`src/rtl/adc366x_dly_cal.sv`:
```
// IDELAY tap calibration for the ADC366x LVDS receiver: sweep, map, find widest eye, load centre.
// Optional macro ADC_DLY_MAP_EN exposes the stored per-lane pass map via map_sel_i/map_o.
module adc366x_dly_cal #(
  parameter int LANES   = 5,
  parameter int TAP_W   = 5,
  parameter int SETTLE  = 16,
  parameter int CHECK   = 256,
  parameter int MIN_EYE = 4
) (
  input  logic                     clk_i,
  input  logic                     rstn_i,
  input  logic                     en_i,
  input  logic                     start_i,
  input  logic [LANES-1:0]         lane_ok_i,
  output logic [LANES*TAP_W:0]     dly_o,
  output logic                     busy_o,
  output logic                     done_o,
  output logic [LANES-1:0]         lock_o,
  output logic [LANES*6-1:0]       eye_o
`ifdef ADC_DLY_MAP_EN
  ,
  input  logic [2:0]               map_sel_i,
  output logic [31:0]              map_o
`endif
);

  localparam int NTAP = 1 << TAP_W;
  localparam int EW   = TAP_W + 1;
  localparam int CW   = $clog2((CHECK > SETTLE ? CHECK : SETTLE) + 1);

  typedef enum logic [2:0] {
    S_IDLE, S_LOAD, S_SETTLE, S_CHECK, S_EVAL, S_APPLY, S_DONE
  } state_t;

  state_t                   r_state;
  logic [CW-1:0]            r_cnt;
  logic [TAP_W-1:0]         r_tap;
  logic [LANES-1:0]         r_ok;
  logic [NTAP-1:0]          r_map [LANES];
  logic [2:0]               r_lane;
  logic [TAP_W-1:0]         r_bit;
  logic [EW-1:0]            r_run_len;
  logic [TAP_W-1:0]         r_run_start;
  logic [EW-1:0]            r_best_len;
  logic [TAP_W-1:0]         r_best_start;
  logic [LANES*TAP_W-1:0]   r_res_tap;
  logic [LANES-1:0]         r_res_lock;
  logic [LANES*EW-1:0]      r_res_eye;
  logic [LANES*TAP_W-1:0]   r_taps;
  logic                     r_stb;
  logic                     r_busy;
  logic                     r_done;
  logic [LANES-1:0]         r_lock;
  logic [LANES*EW-1:0]      r_eye;
  logic                     r_zpend;
  logic [2:0]               r_zcnt;

  logic                     w_bit;
  logic [EW-1:0]            w_prev_run;
  logic [EW-1:0]            w_prev_best;
  logic [TAP_W-1:0]         w_prev_bstart;
  logic [EW-1:0]            w_cur_len;
  logic [TAP_W-1:0]         w_cur_start;
  logic [EW-1:0]            w_best_len;
  logic [TAP_W-1:0]         w_best_start;
  logic [TAP_W:0]           w_sum;
  logic [TAP_W-1:0]         w_centre;
  logic                     w_lock;
  logic [TAP_W-1:0]         w_res_tap;
  logic [TAP_W-1:0]         w_tap_inc;
  logic [LANES-1:0]         w_pass;
  logic [LANES*TAP_W-1:0]   w_apply_taps;

  // Run tracking restarts at bit 0 of each lane, so runs never wrap between lanes or bit 31/0.
  always_comb begin
    w_bit         = r_map[r_lane][r_bit];
    w_prev_run    = (r_bit == '0) ? '0 : r_run_len;
    w_prev_best   = (r_bit == '0) ? '0 : r_best_len;
    w_prev_bstart = (r_bit == '0) ? '0 : r_best_start;
    w_cur_len     = w_bit ? (w_prev_run + 1'b1) : '0;
    w_cur_start   = (w_bit && (w_prev_run == '0)) ? r_bit : r_run_start;
    if (w_cur_len > w_prev_best) begin
      w_best_len   = w_cur_len;
      w_best_start = w_cur_start;
    end else begin
      w_best_len   = w_prev_best;
      w_best_start = w_prev_bstart;
    end
    w_sum     = {1'b0, w_best_start} + {1'b0, w_best_len[TAP_W:1]};
    w_centre  = w_sum[TAP_W] ? {TAP_W{1'b1}} : w_sum[TAP_W-1:0];
    w_lock    = (w_best_len >= EW'(MIN_EYE));
    w_res_tap = w_lock ? w_centre : '0;
    w_tap_inc = r_tap + 1'b1;
    w_pass    = r_ok & lane_ok_i;
  end

  // The last lane's result is still combinational when APPLY is entered.
  genvar gi;
  generate
    for (gi = 0; gi < LANES; gi++) begin : g_apply
      assign w_apply_taps[gi*TAP_W +: TAP_W] =
        (r_lane == 3'(gi)) ? w_res_tap : r_res_tap[gi*TAP_W +: TAP_W];
    end
  endgenerate

  always_ff @(posedge clk_i or negedge rstn_i) begin
    if (!rstn_i) begin
      r_state      <= S_IDLE;
      r_cnt        <= '0;
      r_tap        <= '0;
      r_ok         <= '0;
      for (int l = 0; l < LANES; l++) r_map[l] <= '0;
      r_lane       <= '0;
      r_bit        <= '0;
      r_run_len    <= '0;
      r_run_start  <= '0;
      r_best_len   <= '0;
      r_best_start <= '0;
      r_res_tap    <= '0;
      r_res_lock   <= '0;
      r_res_eye    <= '0;
      r_taps       <= '0;
      r_stb        <= 1'b0;
      r_busy       <= 1'b0;
      r_done       <= 1'b0;
      r_lock       <= '0;
      r_eye        <= '0;
      r_zpend      <= 1'b0;
      r_zcnt       <= '0;
    end else begin
      r_done <= 1'b0;
      if (!en_i && (r_state != S_IDLE)) begin
        r_state <= S_IDLE;
        r_taps  <= '0;
        r_stb   <= 1'b0;
        r_busy  <= 1'b0;
        r_lock  <= '0;
        r_eye   <= '0;
        r_zpend <= 1'b1;
      end else begin
        case (r_state)
          S_IDLE: begin
            // A pending zero-tap strobe finishes before a new sweep may change the taps.
            if (r_zpend) begin
              r_zpend <= 1'b0;
              r_stb   <= 1'b1;
              r_zcnt  <= 3'd4;
            end else if (r_zcnt != '0) begin
              r_zcnt <= r_zcnt - 1'b1;
              if (r_zcnt == 3'd1) r_stb <= 1'b0;
            end else if (start_i && en_i) begin
              r_state <= S_LOAD;
              r_tap   <= '0;
              r_taps  <= '0;
              r_stb   <= 1'b1;
              r_cnt   <= '0;
              r_busy  <= 1'b1;
              r_lock  <= '0;
              r_eye   <= '0;
              for (int l = 0; l < LANES; l++) r_map[l] <= '0;
            end
          end
          S_LOAD, S_APPLY: begin
            if (r_cnt == CW'(3)) begin
              r_stb   <= 1'b0;
              r_cnt   <= '0;
              r_state <= (r_state == S_LOAD) ? S_SETTLE : S_DONE;
            end else begin
              r_cnt <= r_cnt + 1'b1;
            end
          end
          S_SETTLE: begin
            if (r_cnt == CW'(SETTLE - 1)) begin
              r_cnt   <= '0;
              r_ok    <= '1;
              r_state <= S_CHECK;
            end else begin
              r_cnt <= r_cnt + 1'b1;
            end
          end
          S_CHECK: begin
            r_ok <= w_pass;
            if (r_cnt == CW'(CHECK - 1)) begin
              for (int l = 0; l < LANES; l++) r_map[l][r_tap] <= w_pass[l];
              r_cnt <= '0;
              if (r_tap == TAP_W'(NTAP - 1)) begin
                r_state <= S_EVAL;
                r_lane  <= '0;
                r_bit   <= '0;
              end else begin
                r_tap   <= w_tap_inc;
                r_taps  <= {LANES{w_tap_inc}};
                r_stb   <= 1'b1;
                r_state <= S_LOAD;
              end
            end else begin
              r_cnt <= r_cnt + 1'b1;
            end
          end
          S_EVAL: begin
            r_run_len    <= w_cur_len;
            r_run_start  <= w_cur_start;
            r_best_len   <= w_best_len;
            r_best_start <= w_best_start;
            r_bit        <= r_bit + 1'b1;
            if (r_bit == TAP_W'(NTAP - 1)) begin
              r_res_tap[r_lane*TAP_W +: TAP_W] <= w_res_tap;
              r_res_lock[r_lane]               <= w_lock;
              r_res_eye[r_lane*EW +: EW]       <= w_best_len;
              if (r_lane == 3'(LANES - 1)) begin
                r_taps  <= w_apply_taps;
                r_stb   <= 1'b1;
                r_cnt   <= '0;
                r_state <= S_APPLY;
              end else begin
                r_lane <= r_lane + 1'b1;
              end
            end
          end
          S_DONE: begin
            r_done  <= 1'b1;
            r_lock  <= r_res_lock;
            r_eye   <= r_res_eye;
            r_busy  <= 1'b0;
            r_state <= S_IDLE;
          end
          default: r_state <= S_IDLE;
        endcase
      end
    end
  end

`ifdef ADC_DLY_MAP_EN
  logic [31:0] r_map_o;
  always_ff @(posedge clk_i or negedge rstn_i) begin
    if (!rstn_i) r_map_o <= '0;
    else         r_map_o <= (map_sel_i < 3'(LANES)) ? 32'(r_map[map_sel_i]) : '0;
  end
  assign map_o = r_map_o;
`endif

  assign dly_o  = {r_stb, r_taps};
  assign busy_o = r_busy;
  assign done_o = r_done;
  assign lock_o = r_lock;
  assign eye_o  = r_eye;

endmodule

```
`config.mk`:
```
export PLATFORM = sky130hd
export DESIGN_NAME = adc366x_dly_cal
export DESIGN_NICKNAME = d
export VERILOG_FILES = /design/src/rtl/adc366x_dly_cal.sv
export SDC_FILE = /design/constraint.sdc
export NUM_CORES = 1
export LEC_CHECK = 0
export ABC_AREA = 1
export CORE_UTILIZATION = 50
export DETAILED_ROUTE_END_ITERATION = 8
export DONT_BUFFER_PORTS = 1
export GPL_TIMING_DRIVEN = 1
export PLACE_DENSITY = 0.68
export SYNTH_ARGS = -nofsm -noshare
export SYNTH_HDL_FRONTEND = slang
export SYNTH_SLANG_ARGS = --single-unit
```
`constraint.sdc`:
```
create_clock -name clk_i -period 11.6 [get_ports clk_i]
set_clock_uncertainty 0.05 [all_clocks]
set_input_delay 2.9 -clock clk_i [delete_from_list [all_inputs] [get_ports clk_i]]
set_output_delay 2.9 -clock clk_i [all_outputs]
set_load 0.02 [all_outputs]
```
## Word level (Yosys, flattened, before mapping)

Cells that the tools add are included.

- Bits in registers: 339
- Input port bits: 9
- Output and inout port bits: 63

- $add $sub $neg: 9
- $mul: 2
- Order comparisons: 8
- Equal/unequal tests: 37
- Shifts and indexed selects: 4
- Mux-type cells: 109
- Bitwise operators: 3
- Reduce and logical (&&, ||, !) cells: 35

Operator list:

| kind | number |
|---|---|
| $mux 160 | 4 |
| $pmux 160 s2 | 1 |
| $mux 25 | 8 |
| $bwmux 32 | 5 |
| $mux 30 | 4 |
| $bmux 32 s3 | 1 |
| $mux 5 | 18 |
| $pmux 25 s3 | 1 |
| $mux 9 | 8 |
| $neg 6->34 | 2 |
| $mux 32 | 2 |
| $pmux 30 s2 | 1 |
| $mux 3 | 17 |
| $pmux 9 s5 | 1 |
| $pmux 5 s2 | 4 |
| $shift 5x34->25 const A | 1 |
| $shift 6x34->30 const A | 1 |
| $shiftx 5x34->25 | 1 |
| $shiftx 6x34->30 | 1 |
| $bwmux 30 | 1 |
| $ne 3x3->1 const B | 9 |
| $bwmux 25 | 1 |
| $mux 6 | 4 |
| $reduce_and 8->1 | 3 |
| other kinds (51) | 108 |

## Longest topological paths before layout

Gate-level depths: netlist of the first run.

- Word-level depth: 17
- Depth in mapped cells: 41
- Depth with buffers taken out: 38

## Worst setup path before layout of the first run

Ideal clock, no wire load.

- Kind: register -> register
- Start: register r_bit[0]
- End: register r_taps[14]
- Setup time: 66 ps
- Arrival: 4888 ps
- Setup slack: 6596 ps
- Stages on the path, launching flop included: 35
- Path buffers: 4
- Cells stage by stage: dfrtp_1 > buf_4 > inv_2 > buf_6 > buf_4 > ha_1 > nand3_2 > inv_1 > nor2_1 > ha_1 > nand3_1 > xor2_1 > nand2_1 > inv_1 > ha_1 > nand2_1 > nor2_1 > o21ai_0 > a31oi_2 > inv_1 > clkbuf_1 > o21ai_1 > ha_1 > inv_1 > fa_1 > o21ai_0 > a21oi_1 > or2_2 > nand3_1 > nand2_4 > nand2_1 > nand2_1 > nand2_1 > nand2_1 > nand2_1

- Longest elaborated chain between the ends: 14
- Elaborated cells on any way between the ends: 26
- Those cells by class: add/sub (2); order compare (2); eq/ne (2); mux (16); reduce/logical (4)

RTL lines:

| what | line | text |
|---|---|---|
| start: declaration | 41 | `logic [TAP_W-1:0] r_bit;` |
| start signal: assignment | 205 | `r_bit <= r_bit + 1'b1;` |
| $logic_not 5->1 | 77 | `w_prev_run = (r_bit == '0) ? '0 : r_run_len;` |
| $mux 6 | 77 |  |
| $add 6x1->6 | 80 | `w_cur_len = w_bit ? (w_prev_run + 1'b1) : '0;` |
| $mux 6 (*) | 80 |  |
| via w_cur_len[4] | 62 | `logic [EW-1:0] w_cur_len;` |
| $gt 6x6->1 (*) | 82 | `if (w_cur_len > w_prev_best) begin` |
| $mux 5 (*) | 82 |  |
| via w_best_start[0] | 65 | `logic [TAP_W-1:0] w_best_start;` |
| $add 5x5->6 (*) | 89 | `w_sum = {1'b0, w_best_start} + {1'b0, w_best_len[TAP_W:1]};` |
| $mux 5 (*) | 90 | `w_centre = w_sum[TAP_W] ? {TAP_W{1'b1}} : w_sum[TAP_W-1:0];` |
| $mux 5 (*) | 92 | `w_res_tap = w_lock ? w_centre : '0;` |
| $mux 5 (*) | 102 | `(r_lane == 3'(gi)) ? w_res_tap : r_res_tap[gi*TAP_W +: TAP_W];` |
| $mux 25 (*) | 210 | `if (r_lane == 3'(LANES - 1)) begin` |
| $mux 25 (*) | 206 | `if (r_bit == TAP_W'(NTAP - 1)) begin` |
| $pmux 25 s3 (*) | 141 | `case (r_state)` |
| $mux 25 (*) | 132 | `if (!en_i && (r_state != S_IDLE)) begin` |
| end signal: assignment | 192 | `r_taps <= {LANES{w_tap_inc}};` |
| end signal: assignment | 211 | `r_taps <= w_apply_taps;` |
| end: declaration | 49 | `logic [LANES*TAP_W-1:0] r_taps;` |

The timed path passes the listed nets; every way through them passes the cells marked *. The select of a mux whose other input is x is not followed.
A chain may end at the register's enable or synchronous reset.

## Worst setup path in the final report of the first run

- Start: register r_bit[0]
- End: register r_taps[4]

- Longest elaborated chain between the ends: 14
- Elaborated cells on any way between the ends: 26
- Those cells by class: add/sub (2); order compare (2); eq/ne (2); mux (16); reduce/logical (4)

RTL lines:

| what | line | text |
|---|---|---|
| $logic_not 5->1 | 77 |  |
| $mux 6 | 77 |  |
| $add 6x1->6 | 80 |  |
| $mux 6 (*) | 80 |  |
| via w_cur_len[4] | 62 |  |
| $gt 6x6->1 (*) | 82 |  |
| $mux 6 (*) | 82 |  |
| via w_best_len[1] | 64 | `logic [EW-1:0] w_best_len;` |
| $add 5x5->6 | 89 |  |
| $mux 5 | 90 |  |
| $mux 5 (*) | 92 |  |
| $mux 5 (*) | 102 |  |
| $mux 25 (*) | 210 |  |
| $mux 25 (*) | 206 |  |
| $pmux 25 s3 (*) | 141 |  |
| $mux 25 (*) | 132 |  |

Marks and branches as above.

==> results of run 1 <==
==> critical path, delay by kind of cell, from the launching register on <==
family          cells  cell delay, ns
buf+inv             6            1.66
xor+xnor            1            0.17
flops               1            0.32
fa+ha+maj           5            1.44
compound gates      5            1.07
simple gates       15            1.90
==> registers in the layout, summed over array words and instances, names as in the netlist, 6 cells and up <==
name	cells
r_run_len	6
r_taps	25
eye_o	30
r_res_eye	30
r_best_len	6
r_cnt	9
r_map	160
r_res_tap	20
==> per-stage QoR <==
stage / worst slack (ns) / utilization, %
finish: 4.88 / 55.6
global route: 4.36 / 55.6
CTS: 5.04 / 55.6
detailed placement: 5.06 / 52.1
global placement: 5.31 / 52.1
floorplan: 6.60 / -
==> cells in the final DEF, fill, tap and decap left out, drive strengths merged <==
master	instances
inv	315
xor2	5
nor4	5
a31oi	3
o21bai	1
a21o	1
nor2	180
fa	2
or2	5
a32o	16
o21ai	197
o21a	1
a211oi	3
ha	40
nor3	16
a21oi	123
nand2	605
nor3b	2
clkbuf	54
xnor2	2
nand4	23
dfrtp	334
a21boi	8
clkinv	11
buf	16
o22ai	81
o211ai	17
nand3	168
mux2i	1
o2111ai	1
a22oi	1
nand3b	1
clkinvlp	3
o31ai	1
==> layout make-up <==
class | count | area [sq um] | area share (%)
Timing Repair Buffer | 16 | 120 | 0.638
Sequential cell | 334 | 8360 | 44.4
Clock buffer | 54 | 1090 | 5.79
Clock inverter | 12 | 90.1 | 0.478
Inverter | 317 | 1190 | 6.32
Tap cell | 448 | 561 | 2.98
Multi-Input combinational cell | 1509 | 7420 | 39.4
==> layer usage <==
layer  vias to the layer above  part of all wire (%)  global-route usage (%)
met4                         0                   2.3                    7.75
met1                      7247                    45                    37.6
li1                       7228                     -                       -
met5                         -                     0                       0
met3                        90                   7.8                    4.99
met2                       559                    45                    41.6
==> kinds of logic after synthesis <==
logic type / count (synthesis) / share of synthesized area, %
compound gates: 454 / 14.8
xor+xnor: 7 / 0.353
fa+ha+maj: 42 / 3.11
buf+inv: 407 / 9.37
flops: 334 / 48.1
mux: 1 / 0.0576
simple gates: 1005 / 24.3
==> power groups by stage <==
stage,clock network [mW],registers [mW],logic (mW)
floorplan,0,1.31,1.53
global placement,0,1.34,1.97
detailed placement,0,1.34,2.00
CTS,1.16,1.32,2.01
global route,1.20,1.33,2.27
finish,1.14,1.32,2.05
==> how the worst max path moves through the flow <==
stage	cells past startpoint	from	slack [ns]	to
floorplan	34	r_bit[0]	6.60	r_taps[14]
global placement	32	r_bit[0]	5.31	r_taps[14]
detailed placement	32	r_bit[0]	5.06	r_taps[4]
CTS	32	r_bit[0]	5.04	r_taps[4]
global route	35	r_lane[0]	4.36	r_taps[4]
finish	32	r_bit[0]	4.88	r_taps[4]
==> results.cfg, run 1 <==
[sta]
fin_tns_setup_ns = 0
timing.slew.headroom_pct = 29.2
min_period_ns = 6.72
final-setup-viol-count = 0
max_freq_mhz = 149
actual_slew_at_the_worst_max_slew_pin_ns = 1.06
finalHoldViolCount = 0
fin_worst_hold_slack_ns = 0.430
rsz0062_at_grt = false
fin_crit_sh_pct = 57.9
maxSlewViolCount = 0

[place]
placed_area_sq_mm = 0.0176
routability_congestion_estimate_from_global_placement = 0.914
placedCellCount = 2624
post_dp_hpwl_microns = 29600
buffer_ports.inserted = 0

[critical_path]
crit_arrival_ns = 7.14
cp.required_ns = 12.02
timing.critical_path.from_type = register
timing.rr.start = r_bit[0]
worstSetupPathType = reg -> reg
rrSetupSlack_ns = 4.88
critPathMaxStageDelay_ns = 0.52
crit_path_top_delay_cell = sky130_fd_sc_hd__buf_4
path_max_fanout = 46
rr_worst_depth = 32
cpMostUsedCell = sky130_fd_sc_hd__nand2_1
r2r_end = r_taps[4]
worstSetupEndpointType = register

[floorplanning]
io-pin-count = 72
rows = 67
design.core.area_sq_mm = 0.0339
chipHeight_microns = 189
floorplan.die.width_microns = 189
initial_core_util_pct = 51.4
die-area_sq_mm = 0.0355

[final_layout]
finish.instance_area_sq_mm = 0.0188
design.final.nets = 2267
drive_gt1_share_pct = 5.66
final-instance-count-excl-fill = 2690
synthToLayoutAreaGrowth_pct = 8.27
fillerInstances = 3256
num_antenna_cells = 0

[routing]
post_drt_wl_per_cell_microns = 17.3
aggregate_routed_wire_length_microns = 46500
post-route-drc-count = 0
dr.pass1.iters = 5
detail-route-antenna-nets = 0
drt_first_iter_violations = 1162
vias_per_cell = 5.62
dr_total_vias = 15100

[logic_synthesis]
yosys_warnings = 0
synthMostInstantiatedCell = sky130_fd_sc_hd__nand2_1
synth.ff_latch_count = 334
synth.cell_area_sq_mm = 0.0174
synth_top_area_share_pct = 48.1
syn-num-nets = 2301
yosysSeqAreaShare_pct = 48.1
synth_area_leaders = sky130_fd_sc_hd__dfrtp_1 (48%), sky130_fd_sc_hd__nand2_1 (13%), sky130_fd_sc_hd__inv_1 (6.5%), sky130_fd_sc_hd__o21ai_0 (5.0%), sky130_fd_sc_hd__nand3_1 (4.8%)
synth-main-ff-cell = sky130_fd_sc_hd__dfrtp_1
synth_common_cells = sky130_fd_sc_hd__nand2_1 (594), sky130_fd_sc_hd__dfrtp_1 (334), sky130_fd_sc_hd__inv_1 (299), sky130_fd_sc_hd__o21ai_0 (174), sky130_fd_sc_hd__nor2_1 (173)
async_set_reset_flop_share_out_of_synthesis_pct = 100
syn_area_per_cell_sq_um = 7.73
synth_edf_count = 0
synth.largest_area_cell = sky130_fd_sc_hd__dfrtp_1
netlist_cell_types = 53
postSynthCellCount = 2250

[hold_path]
holdCritPathClass = reg -> reg
holdPathEnd = r_map[143]
min_path_cells = 2
worstHoldStart = r_map[143]

[clocking]
cts_tree = built
path_clk_slew_ns = 0.06
cts.hold.buffers_added = 0
tritoncts_num_sinks = 334
clockRootBuffer = sky130_fd_sc_hd__clkbuf_16
ctsResizeCount = 0
cts_htree_levels = 2
cts_buffers = 38
clockBufferDepth = 3
clock_insertion_delay_worst_skew_ns = 0.53
post_cts.repair.setup_buffers = 0

[run]
timing.max_cap.violations = 0

[power]
ir_drop_v = 0.000177
design_power_total_mw = 4.51
power_density_over_the_cells_mw_per_mm2 = 239
leakage_nw = 9.06
p_sw_share_pct = 46.6
share_clk_of_total_power_pct = 25.2
part_of_the_power_in_registers_pct = 29.3
power_report.internal_total_mw = 2.41
comb_power_share_pct = 45.4
p_sw_mw = 2.10

[global_routing]
gr-usage-all-layers_pct = 26.6
globalRoute.totalOverflow = 0
grt_pass1_vias = 14600
wire_length_of_the_first_global_routing_pass_microns = 76400
antenna_violations_before_repair = 0
grt_max_degree = 335

[status]
outcome = completed
(Power assumes the default switching activity.)
==> run 2: changes to the inputs <==
- clock period: 11.6 -> 6.2 ns (I/O delays scaled with it)
==> run 2 against run 1 <==
Against the previous run:
- sequential cell count unchanged
- combinational power up 93%
- sequential share of layout area down 0.45 points
- final cell count up 0.41%
- critical path type unchanged
- clock power up 96%
- register-to-register slack worse by 4.5 ns
==> results.cfg, run 2 (synthesized netlist as in run 1, its figures left out) <==
[status]
outcome = completed

[routing]
vias_per_cell = 5.60
dr.pass1.iters = 5
met2_length_microns = 20400
post_drt_wl_per_cell_microns = 17.3
highest-signal-layer = met4
routed-wl-met3_microns = 3730
dr_total_vias = 15100
met1_length_microns = 21500
post-route-drc-count = 0
drt_first_iter_violations = 1254
aggregate_routed_wire_length_microns = 46900
detail-route-antenna-nets = 0

[floorplanning]
floorplan.die.width_microns = 189
io-pin-count = 72
chipHeight_microns = 189
initial_core_util_pct = 51.4
rows = 67
design.core.area_sq_mm = 0.0339
die-area_sq_mm = 0.0355

[place]
placedCellCount = 2633
post_dp_hpwl_microns = 29900
routability_congestion_estimate_from_global_placement = 0.912
dpl_worst_slack_ns = 0.313
buffer_ports.inserted = 0

[critical_path]
cp_num_buf_inv = 6
path_max_fanout = 21
critPathMaxStageDelay_ns = 0.61
timing.critical_path.max_delay_family = simple AND/OR/NAND/NOR gates
timing.critical_path.from_type = register
worstSetupEndpointType = register
cp.required_ns = 6.58
crit_path_top_delay_cell = sky130_fd_sc_hd__dfrtp_4
worstSetupPathType = reg -> reg
crit_arrival_ns = 6.17
cpMostUsedCell = sky130_fd_sc_hd__nand2_1

[run]
timing.max_cap.violations = 0

[sta]
fin_worst_hold_slack_ns = 0.434
max_freq_mhz = 173
fin_crit_sh_pct = 93.4
actual_slew_at_the_worst_max_slew_pin_ns = 1.15
finalWorstSetupSlack_ns = 0.411
rsz0062_at_grt = false
finalHoldViolCount = 0
timing.slew.headroom_pct = 23.0
fin_tns_setup_ns = 0
maxSlewViolCount = 0
min_period_ns = 5.79
final-setup-viol-count = 0

[clocking]
clockBufferDepth = 3
cts.hold.buffers_added = 0
cts_htree_levels = 2
cts_tree = built
tritoncts_num_sinks = 334
path_clk_slew_ns = 0.06
cts_buffers = 38
clockRootBuffer = sky130_fd_sc_hd__clkbuf_16
clock_insertion_delay_worst_skew_ns = 0.54

[final_layout]
final-instance-count-excl-fill = 2701
max_flop_register = r_map
fillerInstances = 3164
synthToLayoutAreaGrowth_pct = 9.38
drive_gt1_share_pct = 6.17
top_library_cells_by_usage_in_the_layout_fill_and_taps_aside = sky130_fd_sc_hd__nand2_1 (593), sky130_fd_sc_hd__dfrtp_1 (333), sky130_fd_sc_hd__inv_1 (298)
largest_register_ff_count = 160
design.final.nets = 2279
final_common_cell = sky130_fd_sc_hd__nand2_1

[global_routing]
wire_length_of_the_first_global_routing_pass_microns = 77700
globalRoute.totalOverflow = 0
grt_pass1_vias = 14900
grt_max_degree = 335
gr-usage-all-layers_pct = 27.0
antenna_violations_before_repair = 1

[power]
power_density_over_the_cells_mw_per_mm2 = 455
ir_drop_v = 0.000276
leakage_nw = 9.17

[hold_path]
holdCritPathClass = reg -> reg
## run 2: path summary, 6_finish.rpt
kind	from	slack, ns	cells past startpoint	endpoint
setup / recovery	r_lane[0]	0.41	36	r_taps[7]
hold / removal	r_map[69]	0.43	2	r_map[69]
setup reg to reg	r_lane[0]	0.41	36	r_taps[7]
hold reg to reg	r_map[69]	0.43	2	r_map[69]
max in group asynchronous	rstn_i	4.80	0	eye_o[20]
min in group asynchronous	rstn_i	0.66	0	r_map[82]
## run 2: report_power, final
| group | switching, mW | internal (mW) |
|---|---|---|
| combinational | 2.90 | 1.05 |
| sequential | 0.167 | 2.31 |
| clock | 0.897 | 1.34 |
## run 2: timing repair
item                       in CTS  in global routing
setup endpoints to repair       0                 45
gates resized for setup         0                  4
setup buffers                   0                  2
## run 2: worst min-delay path: cells and delay by family, from the launching register on
kind	cells	cell delay, ns
flops	1	0.34
simple gates	1	0.05
compound gates	1	0.06
## run 2: routing by layer
layer	global-route usage, %	up-vias
li1	-	7259
met1	39.5	7232
met2	40.6	534
met3	4.79	92
met4	8.87	0
met5	0	-
## run 2: area by class of cell
| type | instances | area, sq um | share of cell area, % |
|---|---|---|---|
| multi-input cells | 1509 | 7420 | 39.0 |
| diodes | 1 | 2.50 | 0.0132 |
| clock buffers | 52 | 1070 | 5.64 |
| flip-flops and latches | 334 | 8360 | 44.0 |
| clock inverters | 12 | 158 | 0.829 |
| well taps | 448 | 561 | 2.95 |
| repair buffers | 28 | 255 | 1.34 |
| inverters | 317 | 1200 | 6.29 |
## run 2: through the flow
step / cell area, sq um / util [%] / power (mW)
2_1_floorplan: 17400 / - / 5.32
3_3_place_gp: 17700 / 52.3 / 6.24
3_5_place_dp: 17700 / 52.3 / 6.29
4_1_cts: 19000 / 56.0 / 8.55
5_1_grt: 19000 / 56.2 / 9.25
6_report: 19000 / 56.2 / 8.66
==> run 3: changes to the inputs <==
- ABC_AREA: 1 -> 0
==> run 3 against run 2 <==
Against the previous run:
- clock power hardly changed
- design area is 2.7% lower
- combinational power is 72% lower
- via count is 13% lower
- die area is 3.6% lower
- fmax is 1.4% lower
- final cell count is 22% lower
- synthesized cell count is 27% lower
- core utilization is 0.28 points higher
- sequential share of layout area is 1.2 points higher
- register-to-register slack worse by 0.08 ns
- sequential cell count stayed put
- highest routed layer unchanged
==> results.cfg, run 3 <==
[status]
outcome = completed

[logic_synthesis]
yosysSeqAreaShare_pct = 49.9
synth_top_area_share_pct = 49.9
postSynthCellCount = 1652
syn-num-nets = 1703
async_set_reset_flop_share_out_of_synthesis_pct = 100
netlist_cell_types = 71
syn_area_per_cell_sq_um = 10.1
synth_common_cells = sky130_fd_sc_hd__dfrtp_1 (334), sky130_fd_sc_hd__nand2_1 (269), sky130_fd_sc_hd__o21ai_0 (186), sky130_fd_sc_hd__a22o_1 (118), sky130_fd_sc_hd__nor2_1 (81)
synth_area_leaders = sky130_fd_sc_hd__dfrtp_1 (50%), sky130_fd_sc_hd__a22o_1 (6.2%), sky130_fd_sc_hd__nand2_1 (6.0%), sky130_fd_sc_hd__o21ai_0 (5.6%), sky130_fd_sc_hd__mux4_2 (4.3%)
synthMostInstantiatedCell = sky130_fd_sc_hd__dfrtp_1
synth_edf_count = 0
yosys_warnings = 0
synth-main-ff-cell = sky130_fd_sc_hd__dfrtp_1
synth.cell_area_sq_mm = 0.0168
synth.ff_latch_count = 334
synth.largest_area_cell = sky130_fd_sc_hd__dfrtp_1

[sta]
finalHoldViolCount = 0
min_period_ns = 5.87
fin_crit_sh_pct = 94.7
fin_tns_setup_ns = 0
final-setup-viol-count = 0
timing.slew.headroom_pct = 28.7
actual_slew_at_the_worst_max_slew_pin_ns = 1.07
max_freq_mhz = 170
fin_worst_hold_slack_ns = 0.428
maxSlewViolCount = 0
finalWorstSetupSlack_ns = 0.327

[power]
p_sw_mw = 1.86
p_sw_share_pct = 32.6
comb_power_share_pct = 19.4
share_clk_of_total_power_pct = 38.8
power_density_over_the_cells_mw_per_mm2 = 308
design_power_total_mw = 5.69
power_report.internal_total_mw = 3.84
ir_drop_v = 0.000225
leakage_nw = 8.24
part_of_the_power_in_registers_pct = 41.8

[critical_path]
worstSetupPathType = reg -> reg
timing.critical_path.from_type = register
cp.required_ns = 6.57
rr_worst_depth = 24
r2r_end = r_taps[23]
crit_path_start = r_lane[0]
critPathMaxStageDelay_ns = 0.52
timing.rr.start = r_lane[0]
crit_arrival_ns = 6.24
rrSetupSlack_ns = 0.33
crit_path_top_delay_cell = sky130_fd_sc_hd__mux4_2
path_max_fanout = 21
worstSetupEndpointType = register
crit_path_cell_trace = buf_12, mux4_2, mux4_2, mux2i_2, nand2_1, a32o_1, buf_4, and2_1, ha_1, o21a_1, o211ai_1, a21o_1, buf_8, nand3_1, o21ai_0, ha_1, a21o_1, a21oi_1, o21bai_1, a21oi_2, and2_4, inv_1, and2_1, a221o_1

[place]
routability_congestion_estimate_from_global_placement = 0.967
dpl_worst_slack_ns = 0.146
post_dp_hpwl_microns = 30200
buffer_ports.inserted = 0

[global_routing]
antenna_violations_before_repair = 0
wire_length_of_the_first_global_routing_pass_microns = 72500
grt_pass1_vias = 12900
globalRoute.totalOverflow = 0
met1_usage_pct = 39.2
grt_max_degree = 335
gr-max-usage-layer = met2
grt_use_met2_pct = 41.5
gr-usage-met3_pct = 4.80
gr-usage-all-layers_pct = 27.0

[final_layout]
final_common_cell = sky130_fd_sc_hd__dfrtp_1
largest_register_ff_count = 160
drive_gt1_share_pct = 12.3
max_flop_register = r_map
num_antenna_cells = 0
synthToLayoutAreaGrowth_pct = 10.5
utilization_pct = 56.4
design.final.nets = 1683
fillerInstances = 2822
top_library_cells_by_usage_in_the_layout_fill_and_taps_aside = sky130_fd_sc_hd__dfrtp_1 (332), sky130_fd_sc_hd__nand2_1 (269), sky130_fd_sc_hd__o21ai_0 (186)

[routing]
post-route-drc-count = 0
dr_total_vias = 13100
vias_per_cell = 6.25
dr.pass1.iters = 6
drt_first_iter_violations = 1387
detail-route-antenna-nets = 0
post_drt_wl_per_cell_microns = 21.4
aggregate_routed_wire_length_microns = 45100

[clocking]
path_clk_slew_ns = 0.06
clockBufferDepth = 3
clock_insertion_delay_worst_skew_ns = 0.54
cts.hold.buffers_added = 0
post_cts.repair.setup_buffers = 0
cts_htree_levels = 2
tritoncts_num_sinks = 334
cts_tree = built
cts_buffers = 38
clockRootBuffer = sky130_fd_sc_hd__clkbuf_16

[floorplanning]
die-area_sq_mm = 0.0342
chipHeight_microns = 185
floorplan.die.width_microns = 185
design.core.area_sq_mm = 0.0328
rows = 66
initial_core_util_pct = 51.1
io-pin-count = 72

[run]
timing.max_cap.violations = 0

[hold_path]
holdPathEnd = r_map[14]
holdCritPathClass = reg -> reg
min_path_cells = 2
worstHoldStart = r_map[14]
[run 3: cell count changes after synthesis, sizes merged, moves of 15 or more]
cell    delta
a21oi     -59
o22ai     -70
mux2i     +18
nand2    -336
nand3    -122
nor2b     +19
nor2      -99
mux2      +53
inv      -276
mux4      +32
nand2b    +26
clkbuf    +15
a22o     +118
and3      +17
[run 3: logic make-up after synthesis]
kind of cell / after synthesis / synth area share [%]
xor gates and xnor gates: 14 / 0.732
AOI/OAI and AO/OA: 488 / 19.3
muxes: 104 / 9.00
buffers and inverters: 131 / 3.24
adders and majority gates: 43 / 3.29
DFF: 334 / 49.9
and+or+nand+nor: 538 / 14.5
[run 3: how the worst max path moves through the flow]
stage / end / slack, ns / cells past startpoint
floorplan: r_taps[23] / 0.09 / 28
global placement: r_taps[23] / 0.23 / 22
detailed placement: r_taps[23] / 0.15 / 22
CTS: r_taps[23] / 0.12 / 22
global route: r_taps[23] / -0.004 / 24
finish: r_taps[23] / 0.33 / 24
[run 3: cell type report]
class | count | area (sq um) | area share [%]
sequential | 334 | 8360 | 45.2
multi-input combinational | 1187 | 7900 | 42.7
clock buffer | 56 | 1150 | 6.21
tap | 442 | 553 | 2.99
timing repair buffer | 34 | 305 | 1.65
inverter | 37 | 139 | 0.751
clock inverter | 12 | 95.1 | 0.514
[run 3: power by group through the flow]
| stage | sequential [mW] | clock [mW] | combinational, mW |
|---|---|---|---|
| 6_report | 2.38 | 2.21 | 1.11 |
| 5_1_grt | 2.39 | 2.33 | 1.22 |
| 4_1_cts | 2.37 | 2.24 | 1.08 |
| 3_5_place_dp | 2.41 | 0 | 1.07 |
| 3_3_place_gp | 2.41 | 0 | 1.06 |
| 2_1_floorplan | 2.36 | 0 | 0.801 |
[run 3: what timing repair did]
action | CTS | global route
endpoints found under the setup margin | 0 | 32
gates resized for setup | 0 | 10
hold endpoints to repair | 0 | 0
[run 3: per-stage QoR]
stage / std cells / cell area (sq um)
floorplan: 1652 / 16800
global placement: 2033 / 17200
detailed placement: 2033 / 17200
CTS: 2101 / 18400
global route: 2102 / 18500
finish: 2102 / 18500
[run 3: critical path, delay by kind of cell (launching register included)]
| kind | cells | cell delay [ns] |
|---|---|---|
| compound gates | 10 | 2.06 |
| mux | 3 | 1.23 |
| simple gates | 5 | 0.73 |
| buf+inv | 4 | 0.67 |
| fa+ha+maj | 2 | 0.56 |
| flops | 1 | 0.43 |
[run 3: metal layers]
layer	routed length [microns]	up-vias
met2	20500	463
li1	-	5982
met5	0	-
met1	20800	6608
met4	1000	0
met3	2810	88
